==> config.mk <==
export PLATFORM = sky130hd
export DESIGN_NAME = microwave_cook_ctrl
export DESIGN_NICKNAME = d
export VERILOG_FILES = /design/src/rtl/microwave_cook_ctrl.sv
export SDC_FILE = /design/constraint.sdc
export NUM_CORES = 1
export LEC_CHECK = 0
export ABC_AREA = 1
export CORE_MARGIN = 2
export CORE_UTILIZATION = 40
export DETAILED_ROUTE_END_ITERATION = 10
export PLACE_DENSITY = 0.74
export SYNTH_ARGS = -nofsm -noshare
export SYNTH_HDL_FRONTEND = slang
export SYNTH_SLANG_ARGS = --single-unit
==> constraint.sdc <==
create_clock -name clk_1Hz -period 1.9 [get_ports clk_1Hz]
set_input_delay 0.57 -clock clk_1Hz [delete_from_list [all_inputs] [get_ports clk_1Hz]]
set_output_delay 0.57 -clock clk_1Hz [all_outputs]
set_load 0.05 [all_outputs]
==> src/rtl/microwave_cook_ctrl.sv <==
// microwave_cook_ctrl: IDLE/COOK/PAUSE/DONE sequencer driving the down counter, magnetron, lamp and beeper.
module microwave_cook_ctrl #(
    parameter int BEEP_COUNT = 3,
    parameter int MAX_SECONDS = 59
) (
    input  logic       clk_1Hz,
    input  logic       rst,
    input  logic       start_btn,
    input  logic       stop_btn,
    input  logic       door_open,
    input  logic [5:0] load_minutes,
    input  logic [5:0] load_seconds,
    input  logic       timer_end,
    output logic       count_en,
    output logic       counter_load,
    output logic       magnetron_on,
    output logic       lamp_on,
    output logic       beep,
    output logic [1:0] state,
    output logic       load_error
);
    typedef enum logic [1:0] {IDLE, COOK, PAUSE, DONE} state_t;

    localparam logic [3:0] LAST_BEEP = 4'(2 * BEEP_COUNT - 1);

    state_t     state_q, state_d;
    logic [3:0] beep_cnt, cnt_d;
    logic       start_q, stop_q, err_d;
    logic       start_rise, stop_rise, valid;

    assign start_rise = start_btn & ~start_q;
    assign stop_rise  = stop_btn & ~stop_q;
    assign valid      = (load_minutes != 6'd0 || load_seconds != 6'd0) && load_seconds <= 6'(MAX_SECONDS);
    assign state      = state_q;

    always_comb begin
        state_d = state_q;
        err_d = 1'b0;
        case (state_q)
            IDLE: begin
                state_d = (start_rise && !door_open && valid) ? COOK : IDLE;
                err_d = start_rise && (door_open || !valid);
            end
            COOK: state_d = timer_end ? DONE : (door_open || stop_rise) ? PAUSE : COOK;
            PAUSE: state_d = stop_rise ? IDLE : (start_rise && !door_open) ? COOK : PAUSE;
            DONE: state_d = (stop_rise || door_open || beep_cnt == LAST_BEEP) ? IDLE : DONE;
            default: state_d = IDLE;
        endcase
        cnt_d = (state_d == DONE && state_q == DONE) ? beep_cnt + 4'd1 : 4'd0;
    end

    // Outputs are decoded from the next state so they move together with state.
    always_ff @(posedge clk_1Hz) begin
        if (rst) begin
            state_q <= IDLE;
            beep_cnt <= 4'd0;
            start_q <= 1'b0;
            stop_q <= 1'b0;
            count_en <= 1'b0;
            counter_load <= 1'b1;
            magnetron_on <= 1'b0;
            lamp_on <= 1'b0;
            beep <= 1'b0;
            load_error <= 1'b0;
        end else begin
            state_q <= state_d;
            beep_cnt <= cnt_d;
            start_q <= start_btn;
            stop_q <= stop_btn;
            count_en <= state_d == COOK;
            counter_load <= state_d == IDLE;
            magnetron_on <= state_d == COOK;
            lamp_on <= (state_d == IDLE) ? door_open : 1'b1;
            beep <= state_d == DONE && !cnt_d[0];
            load_error <= err_d;
        end
    end
endmodule

==> metrics.log <==
INFO  metric route.detailed.vias_per_inst = 4.71
INFO  metric syn_nets = 109
INFO  metric cts_tree = done
INFO  metric worst-endpoint-required = 2.07 ns
INFO  metric placed_cells_incl_taps = 129
INFO  metric regToRegEndpoint = lamp_on$_SDFF_PP0_
INFO  metric cts_resized = 0
INFO  metric report.final.slew_viol_count = 0
INFO  metric nets = 138
INFO  metric totalPowerFinal = 0.000615 W
INFO  metric clk-insertion-delay-late = 0.28 ns
INFO  metric setup.worst_path.end_class = flip-flop
INFO  metric worst_setup_path_startpoint = door_open
INFO  metric reg2reg_setup_slack = 0.55 ns
INFO  metric ys_warn_count = 0
INFO  metric first_iter_violations = 10
INFO  metric detail_route.wirelength = 1360 um
INFO  metric clkSlewWorstSetupHoldPaths = 0.07 ns
INFO  metric cts_inserted_buffers = 3
INFO  metric finalCritPeriodShare = 0.836
INFO  metric skew = 0.00703 ns
INFO  metric peakVddDrop = 0.000341 V
INFO  metric antenna-diode-count = 0
INFO  metric worst-endpoint-arrival = 1.76 ns
INFO  metric post-route-drc-count = 0
INFO  metric area_of_the_placeable_core = 1520 um^2
INFO  metric rows = 14
INFO  metric gp_weighted_congestion = 0.813
INFO  metric area_growth = 40.6%
INFO  metric hold_vio_cnt_final = 0
INFO  metric setup_violation_total_in_the_final_timing_report = 0
INFO  metric clock_tree_root = clkbuf_4
INFO  metric critPathKind = primary input to flip-flop
INFO  metric holdCritPathClass = flip-flop to flip-flop
INFO  metric worst_setup_path_endpoint = lamp_on$_SDFF_PP0_
INFO  metric grt_first_pass_wirelength = 2440 um
INFO  metric ys_seq_elements = 13
INFO  metric route.antenna.remaining_nets = 0
INFO  metric power_density = 660 nW/um^2
INFO  metric grt_antenna_before_repair = 0
INFO  metric top_level_ports = 26
INFO  metric die_y = 44.7 um
INFO  metric gr-total-overflow = 0
INFO  metric route.vias.total = 627
INFO  metric routed_wire_length_per_instance = 10.2 um
INFO  metric drt_pass1_iterations = 4
INFO  metric placement.io_buffers = 25
INFO  metric cts_max_path_buffers = 2
INFO  metric finalSetupTns = 0 ns
INFO  metric cts_htree_levels = 1
INFO  metric setup.worst_path.start_class = primary input
INFO  metric grt_max_degree = 8
INFO  metric worstHoldPathCells = 1
INFO  metric rr_startpoint = beep_cnt[0]$_SDFF_PP0_
INFO  metric max_freq = 630 MHz
INFO  metric leakage = 0.435 nW
INFO  metric number_of_global_route_vias_before_repair = 625
INFO  metric cts_hold_buf = 0
INFO  metric drive_gt1_frac = 0.256
INFO  metric ys_types = 20
INFO  metric period_minus_slack = 1.59 ns
INFO  metric outcome = complete, no violations
INFO  metric synth_area = 663 um^2
INFO  metric cts.sink_count = 13
INFO  metric place.detailed.hpwl = 1130 um
INFO  metric filler_cell_count = 141
INFO  metric design_area = 932 um^2
INFO  metric timing_worst_slew_pin_value = 0.231 ns
INFO  metric cts.repair_timing.setup_buffer_count = 0
INFO  metric initial_cell_density_of_the_core = 0.435
INFO  metric max_slew_margin = 0.845
INFO  metric max_cap_violations = 0
INFO  metric detailed_place.area = 906 um^2
INFO  metric dieWidth = 44.7 um
INFO  metric grt_setup_unrepaired = no
INFO  metric reg2reg_depth = 6
INFO  metric synthesis.area_per_instance = 7.45 um^2
INFO  metric ys_seq_area_frac = 0.392
INFO  metric finalNonFillerCells = 133
INFO  metric syn_inst = 89
INFO  metric setup_slack = 0.312 ns
INFO  metric die_area = 2000 um^2
INFO  metric preCtsSetupSlack = 0.0272 ns
INFO  metric critical_path.max_fanout = 5
INFO  metric gr-usage-all-layers = 0.168
==> area by class of cell <==
class                   instances  area, um^2  area share
clock buffers                   4        26.3      0.0282
well taps                      16        20.0      0.0215
inverters                      14        52.6      0.0564
flip-flops and latches         13         260       0.279
multi-input cells              61         343       0.368
repair buffers                 25         230       0.247
==> logic make-up (layout without fill, tap and decap cells) <==
kind of cell	after synthesis	in the layout	synth area share
simple gates	56	56	0.445
buf+inv	15	43	0.0906
flops	13	13	0.392
fa+ha+maj	2	2	0.0377
xor+xnor	2	2	0.0264
compound gates	1	1	0.00754
==> synth_stat cells <==
library cell	count	area (um^2)
nor2_1	15	56.3
dfxtp_1	13	260
nand2_1	13	48.8
inv_1	11	41.3
nand2_2	8	50.1
nand3_1	5	25.0
nor2_2	5	31.3
nand4_1	3	18.8
ha_1	2	25.0
inv_2	2	7.51
nor2_4	2	22.5
or2_1	2	12.5
buf_4	1	7.51
clkinv_1	1	3.75
nand3_2	1	10.0
nand3b_1	1	7.51
nand4_2	1	12.5
o21ai_0	1	5.00
xnor2_1	1	8.76
xor2_1	1	8.76
==> worst max-delay path, stage by stage <==
cell             delay, ns
clkdlybuf4s50_1       0.45
inv_2                 0.12
nand3_1               0.08
nand2_1               0.10
nand3_1               0.13
o21ai_0               0.23
nand2_2               0.07
==> per-layer routing <==
metal / up-vias / global-route usage / wire length, um
li1: 331 / - / -
met1: 273 / 0.195 / 594
met2: 18 / 0.293 / 658
met3: 5 / 0.0360 / 78
met4: 0 / 0.0727 / 32
met5: - / 0 / 0
==> worst min path at each step <==
stage / to / slack, ns / startpoint
floorplan: beep_cnt[0]$_SDFF_PP0_ / 0.44 / beep_cnt[0]$_SDFF_PP0_
global placement: beep_cnt[0]$_SDFF_PP0_ / 0.47 / beep_cnt[0]$_SDFF_PP0_
detailed placement: beep_cnt[0]$_SDFF_PP0_ / 0.48 / beep_cnt[0]$_SDFF_PP0_
CTS: beep_cnt[0]$_SDFF_PP0_ / 0.50 / beep_cnt[0]$_SDFF_PP0_
global route: beep_cnt[0]$_SDFF_PP0_ / 0.52 / beep_cnt[0]$_SDFF_PP0_
finish: beep_cnt[0]$_SDFF_PP0_ / 0.49 / beep_cnt[0]$_SDFF_PP0_
==> where the power goes <==
part           internal (W)  switching [W]  total (W)
Sequential         0.000285     0.00000595   0.000291
Combinational     0.0000638      0.0000865   0.000150
Clock             0.0000815      0.0000929   0.000174
Total              0.000430       0.000185   0.000615
==> registers in the layout (all words and copies together) (netlist names) <==
| signal | flops |
|---|---|
| magnetron_on | 1 |
| beep_cnt | 4 |
| start_q | 1 |
| lamp_on | 1 |
| beep | 1 |
| counter_load | 1 |
| stop_q | 1 |
| state | 2 |
| load_error | 1 |
==> cell usage in the layout, fill, tap and decap left out <==
master | netlist | layout
o21ai_0 | 1 | 1
nand4_1 | 3 | 3
clkbuf_4 | 0 | 3
inv_2 | 2 | 2
xor2_1 | 1 | 1
nand2_2 | 8 | 8
clkdlybuf4s50_1 | 0 | 17
clkbuf_1 | 0 | 1
nor2_1 | 15 | 15
nand3b_1 | 1 | 1
xnor2_1 | 1 | 1
clkinv_1 | 1 | 1
nand3_1 | 5 | 5
nor2_2 | 5 | 5
nand3_2 | 1 | 1
dfxtp_1 | 13 | 13
ha_1 | 2 | 2
or2_1 | 2 | 2
nand2_1 | 13 | 13
nand4_2 | 1 | 1
buf_4 | 1 | 8
nor2_4 | 2 | 2
inv_1 | 11 | 11
==> through the flow <==
stage | hold slack [ns] | util
after floorplan | 0.445 | -
after global placement | 0.467 | 0.594
after detailed placement | 0.480 | 0.594
after CTS | 0.498 | 0.612
after global routing | 0.515 | 0.612
final | 0.491 | 0.612
No activity file was read; power rests on OpenSTA's default activity.
